## src/rtl/morse_text_display_pkg.sv

```systemverilog
// Shared 7-segment definitions for the Morse decoder and its text display.
package morse_text_display_pkg;

  localparam int SEG_W = 7;

  typedef logic [SEG_W-1:0] seg_t;

  // Pattern order is ABCDEFG with bit6 = segment A, active-high.
  localparam seg_t SEG_BLANK = 7'b0000000;
  localparam seg_t SEG_ERR   = 7'b1001001;

  // Output sequencer: a blank GAP cycle separates every pair of SHOW slots.
  typedef enum logic {
    ST_GAP  = 1'b0,
    ST_SHOW = 1'b1
  } scan_state_t;

  // An all-dark pattern carries no letter and is never captured.
  function automatic logic is_letter(input seg_t pattern);
    return pattern != SEG_BLANK;
  endfunction

endpackage

```

## src/rtl/morse_text_display_if.sv

```systemverilog
// Letter input and display output bundle of the Morse text display.
interface morse_text_display_if
  import morse_text_display_pkg::*;
#(
  parameter int DIGITS = 4
) ();

  logic              LetterStb;
  seg_t              LetterD;
  logic              Clr;
  seg_t              SegY;
  logic [DIGITS-1:0] DigY;
  logic [3:0]        CountY;
  logic              FullY;

  modport master (
    output LetterStb, LetterD, Clr,
    input  SegY, DigY, CountY, FullY
  );

  modport slave (
    input  LetterStb, LetterD, Clr,
    output SegY, DigY, CountY, FullY
  );

endinterface

```

## src/rtl/morse_text_display_ct.sv

```systemverilog
// Parameterised wrap-around counter; r flags the enabled terminal count.
module morse_text_display_ct #(
  parameter int W   = 16,
  parameter int INC = 1,
  parameter int MAX = 49_999
) (
  input  logic clk,
  input  logic rst_n,
  input  logic en,
  output logic r
);

  localparam logic [W-1:0] LAST = W'(MAX);
  localparam logic [W-1:0] STEP = W'(INC);

  logic [W-1:0] q;

  assign r = en && (q == LAST);

  // Advance while enabled, returning to zero after the terminal count.
  always_ff @(posedge clk or negedge rst_n) begin
    if (!rst_n) begin
      q <= '0;
    end else if (en) begin
      q <= r ? '0 : q + STEP;
    end
  end

endmodule

```

## src/rtl/morse_text_display.sv

```systemverilog
// Scrolling letter buffer behind a multiplexed common-anode 7-segment bank.
// Newest letter sits in Buf[0] (rightmost digit); older letters move left.
// The prescaler only runs during SHOW, so every digit is lit for exactly
// SCAN_DIV cycles and the blank anti-ghosting GAP adds one cycle on top.
module morse_text_display
  import morse_text_display_pkg::*;
#(
  parameter int DIGITS   = 4,
  parameter int SCAN_DIV = 50_000
) (
  input  logic                  C,
  input  logic                  aRn,
  morse_text_display_if.slave   bus
);

  localparam int                 IDX_W     = (DIGITS > 1) ? $clog2(DIGITS) : 1;
  localparam int                 PS_W      = (SCAN_DIV > 1) ? $clog2(SCAN_DIV) : 1;
  localparam logic [3:0]         COUNT_MAX = 4'(DIGITS);
  localparam logic [IDX_W-1:0]   IDX_LAST  = IDX_W'(DIGITS - 1);
  localparam logic [DIGITS-1:0]  DIG_ONE   = DIGITS'(1);

  seg_t              text_buf [DIGITS];
  logic [3:0]        count;
  scan_state_t       state;
  logic [IDX_W-1:0]  idx;
  logic              tick;
  logic              take;

  assign take       = bus.LetterStb && is_letter(bus.LetterD);
  assign bus.CountY = count;
  assign bus.FullY  = (count == COUNT_MAX);

  morse_text_display_ct #(
    .W   (PS_W),
    .INC (1),
    .MAX (SCAN_DIV - 1)
  ) u_prescaler (
    .clk   (C),
    .rst_n (aRn),
    .en    (state == ST_SHOW),
    .r     (tick)
  );

  // Text buffer and letter count: clear has priority over a capture.
  always_ff @(posedge C or negedge aRn) begin
    if (!aRn) begin
      for (int i = 0; i < DIGITS; i++) text_buf[i] <= SEG_BLANK;
      count <= '0;
    end else if (bus.Clr) begin
      for (int i = 0; i < DIGITS; i++) text_buf[i] <= SEG_BLANK;
      count <= '0;
    end else if (take) begin
      for (int i = DIGITS - 1; i > 0; i--) text_buf[i] <= text_buf[i-1];
      text_buf[0] <= bus.LetterD;
      if (count != COUNT_MAX) count <= count + 4'd1;
    end
  end

  // Output sequencer with registered segment/digit drive and scan index.
  always_ff @(posedge C or negedge aRn) begin
    if (!aRn) begin
      state   <= ST_GAP;
      idx     <= '0;
      bus.SegY <= SEG_BLANK;
      bus.DigY <= '1;
    end else begin
      case (state)
        ST_GAP: begin
          bus.SegY <= SEG_BLANK;
          bus.DigY <= '1;
          state    <= ST_SHOW;
        end
        ST_SHOW: begin
          bus.SegY <= text_buf[idx];
          bus.DigY <= ~(DIG_ONE << idx);
          if (tick) begin
            state <= ST_GAP;
            idx   <= (idx == IDX_LAST) ? '0 : idx + 1'b1;
          end
        end
        default: begin
          state    <= ST_GAP;
          bus.SegY <= SEG_BLANK;
          bus.DigY <= '1;
        end
      endcase
    end
  end

endmodule

```

## src/flat_wrapper.sv

```systemverilog
// flat-port wrapper written by rule: the top's interface ports become plain ports
module morse_text_display_flat import morse_text_display_pkg::*;
#(
  parameter int DIGITS   = 4,
  parameter int SCAN_DIV = 50_000
)
  (C, aRn, bus_LetterStb, bus_LetterD, bus_Clr, bus_SegY, bus_DigY, bus_CountY, bus_FullY);
  morse_text_display_if #(.DIGITS(DIGITS)) bus_i ();
  input  logic C;
  input  logic aRn;
  input wire logic [$bits(bus_i.LetterStb)-1:0] bus_LetterStb;
  input wire logic [$bits(bus_i.LetterD)-1:0] bus_LetterD;
  input wire logic [$bits(bus_i.Clr)-1:0] bus_Clr;
  output wire logic [$bits(bus_i.SegY)-1:0] bus_SegY;
  output wire logic [$bits(bus_i.DigY)-1:0] bus_DigY;
  output wire logic [$bits(bus_i.CountY)-1:0] bus_CountY;
  output wire logic [$bits(bus_i.FullY)-1:0] bus_FullY;
  assign bus_i.LetterStb = bus_LetterStb;
  assign bus_i.LetterD = bus_LetterD;
  assign bus_i.Clr = bus_Clr;
  assign bus_SegY = bus_i.SegY;
  assign bus_DigY = bus_i.DigY;
  assign bus_CountY = bus_i.CountY;
  assign bus_FullY = bus_i.FullY;
  morse_text_display #(.DIGITS(DIGITS), .SCAN_DIV(SCAN_DIV)) u_core (.C(C), .aRn(aRn), .bus(bus_i));
endmodule
```

## config.mk

```make
export PLATFORM = sky130hd
export DESIGN_NAME = morse_text_display_flat
export DESIGN_NICKNAME = d
export VERILOG_FILES = /design/src/rtl/morse_text_display_pkg.sv /design/src/rtl/morse_text_display_if.sv /design/src/rtl/morse_text_display_ct.sv /design/src/rtl/morse_text_display.sv /design/src/flat_wrapper.sv
export SDC_FILE = /design/constraint.sdc
export NUM_CORES = 1
export LEC_CHECK = 0
export ABC_AREA = 1
export CORE_ASPECT_RATIO = 1.1
export CORE_MARGIN = 2
export CORE_UTILIZATION = 58
export CTS_BUF_LIST = sky130_fd_sc_hd__clkbuf_16
export DETAILED_ROUTE_END_ITERATION = 7
export GPL_TIMING_DRIVEN = 0
export PLACE_DENSITY = 0.85
export SYNTH_ARGS = -nofsm -noshare
export SYNTH_HDL_FRONTEND = slang
export SYNTH_HIERARCHICAL = 1
export SYNTH_SLANG_ARGS = --single-unit
```

## constraint.sdc

```tcl
create_clock -name C -period 1.6 [get_ports C]
set_clock_uncertainty 0.05 [all_clocks]
set_input_delay 0.32 -clock C [delete_from_list [all_inputs] [get_ports C]]
set_output_delay 0.32 -clock C [all_outputs]
set_load 0.02 [all_outputs]
```

==> results.toml <==
[outcome]
outcome = "complete, but fails checks"
failed_checks = "negative setup slack"

[cells_and_area]
drive_gt1_share_pct = 17.88
syn2layout_area_growth_pct = 21.44
stdcell_area_mm2 = 0.003976
diodes = 0
instances_no_fill = 528
fin_nets = 466

[synth]
yosysSeqAreaShare_pct = 47.54
synth_top_cell_area_share_pct = 44.33
syn_area_per_cell_um2 = 8.125
ys_ff_latch = 62
synth_common_cells = "nand2_1, dfrtp_1, inv_1"
synthesis.nets = 421
yosysUniqueCellTypes = 28
yosysMostFrequentCell = "nand2_1"
synth_edf_count = 0
ys.flop_type = "dfrtp_1"
synth_top_area_cell = "dfrtp_1"
yosys_warnings = 6
yosys-top-cells-area = "dfrtp_1, nand2_1, inv_1"
syn_area_mm2 = 0.003274
syn_inst = 403
async_reset_ff_share_pct = 100.0

[global_routing]
grt_pass1_vias = 2666
grt_max_degree = 41
overflow = 0
grt_pass1_wl_um = 12000
grt_util_all_layers_pct = 25.14
antenna_found_initial = 0

[routing]
avgViaCountPerCell = 5.278
routed-via-count = 2787
first_iter_violations = 212
drc = 0
ant_nets = 0
wl_per_cell_um = 13.62
drt-pass1-iter-count = 5
drt_wl_total_um = 7192

[clock_tree]
cts_tree = "built"
cts_buffers = 9
cts_root_buf = "clkbuf_16"
clk_path_buf_depth = 2
clk_latency_ns = 0.32
htree_num_levels = 3
path_clk_slew_ns = 0.05
clock_sinks = 62

[floorplanning]
die_h_um = 82.81
die-area_mm2 = 0.006263
die_w_um = 75.64
coreArea_mm2 = 0.005430
io_pins = 27
initial_core_util_pct = 60.30
rows = 28

[sta]
period_minus_slack_ns = 1.686
fin_setup_tns_ns = -0.08565
rsz0062_at_grt = "true"
finalMaxSlewViolations = 0
worst_pin_slew_ns = 0.5272
max-slew-margin-rel_pct = 64.85
hold_viol_final = 0
max_clock_freq_ghz = 0.5932
setup_viol = 1
fin_crit_sh_pct = 105.4
fin_ws_ns = -0.08565

[power]
cellPowerDensity_mw_per_mm2 = 952.2
ir_worst_vdd_mv = 0.7684
pwr-share-comb_pct = 7.6
p_clk_share_pct = 49.3
p_leak_nw = 1.890
netSwitchingPower_uw = 876.3
p_seq_share_pct = 43.1
p_sw_share_pct = 23.15
p_int_mw = 2.910

[worst_setup_path]
crit_path_max_fanout = 3
cp_data_required_time_ns = 1.23
worstSetupPathType = "register to output port"
end_kind = "output port"
crit_path_start_kind = "register"
critical_path_arrival_ns = 1.32
rrSetupSlack_ns = 0.09

[hold_path]
min_path_type = "input port to register"

[job]
drv_cap = 0

[place]
dp_hpwl_um = 5044
place_area_mm2 = 0.003636
port_buffers = 25
gp_congestion = 0.8681
dp.cells = 504
-- critical path, cell delays in order, from the launching register on --
cell	delay, ns
dfrtp_1	0.40
inv_2	0.07
ha_1	0.13
nand2_1	0.06
nor2_2	0.18
buf_6	0.14
-- worst paths after layout --
| check | depth (start not counted) | start | to |
|---|---|---|---|
| setup / recovery | 5 | u_core/bus.CountY[0] | bus_FullY |
| hold / removal | 4 | bus_Clr | u_core/bus.CountY[3] |
| setup reg to reg | 5 | u_core/idx[0] | u_core/idx[1] |
| hold reg to reg | 1 | u_core/state | u_core/bus.DigY[0] |
| max in group asynchronous | 3 | aRn | u_core/text_buf[22] |
| min in group asynchronous | 2 | aRn | u_core/u_prescaler/q[6] |
-- flip-flops by register name, summed over array words and instances (netlist names) --
name                  count
u_core/text_buf          28
u_core/u_prescaler/q     16
u_core/bus.SegY           7
u_core/bus.CountY         4
u_core/bus.DigY           4
u_core/idx                2
u_core/state              1
-- what timing repair did --
item,CTS,global route
hold buffers,1,0
endpoints found under the hold margin,18,0
setup buffers,0,7
resized for setup,21,4
pin swaps,0,1
endpoints found under the setup margin,18,5
-- cell type report --
class | instances | area (um^2)
flip-flops and latches | 62 | 1558
well taps | 75 | 93.84
repair buffers | 34 | 310.3
multi-input cells | 264 | 1368
fillers | 423 | 1454
inverters | 62 | 236.5
plain buffers | 15 | 120.1
clock buffers | 9 | 225.2
clock inverters | 7 | 65.06
-- power by group through the flow --
stage	registers [mW]	clock network [mW]	logic (mW)
2_1_floorplan	1.67	0	0.131
3_3_place_gp	1.66	0	0.264
3_5_place_dp	1.66	0	0.277
4_1_cts	1.63	1.90	0.270
5_1_grt	1.63	1.98	0.319
6_report	1.63	1.87	0.288
-- through the flow --
stage / util, % / hold WS (ns) / setup slack (ns) / total power [mW]
floorplan: - / -0.02559 / 0.05717 / 1.804
global route: 73.23 / 0.3865 / -0.1479 / 3.937
detailed placement: 66.96 / 0.2821 / -0.2231 / 1.935
finish: 73.23 / 0.3721 / -0.08565 / 3.786
CTS: 72.12 / 0.3542 / -0.1249 / 3.801
global placement: 66.68 / 0.4423 / -1.826 / 1.920
-- layer usage --
layer  vias up  wire length, um  track usage (%)
li1       1372                -                -
met1      1326             2895            30.36
met2        77             3875            42.29
met3        12              302            5.704
met4         0              118            10.05
met5         -                0                0
-- placed cells by master, fill, tap and decap left out, drive strengths merged --
| cell type | n |
|---|---|
| bufinv | 1 |
| dfrtp | 58 |
| clkinv | 3 |
| xor2 | 5 |
| nand2 | 91 |
| nand4 | 9 |
| nor3 | 4 |
| ha | 7 |
| clkbuf | 9 |
| o21ai | 49 |
| clkdlybuf4s50 | 8 |
| nor2 | 48 |
| nand3 | 25 |
| dfstp | 4 |
| a21oi | 26 |
| dlygate4sd3 | 1 |
| inv | 61 |
| buf | 25 |
| dlygate4sd2 | 15 |
| clkinvlp | 4 |
-- cell families (layout without fill, tap and decap cells) --
family	count (synthesis)	count (layout)	synth area share, %
adder cells (fa/ha/maj)	7	7	2.675
XOR/XNOR	5	5	1.337
AO/OA/AOI/OAI	75	75	12.61
buffers and inverters	77	127	10.78
flip-flops	62	62	47.54
AND/OR/NAND/NOR	177	177	25.07
Note: power is estimated with default switching activity, not from simulation.
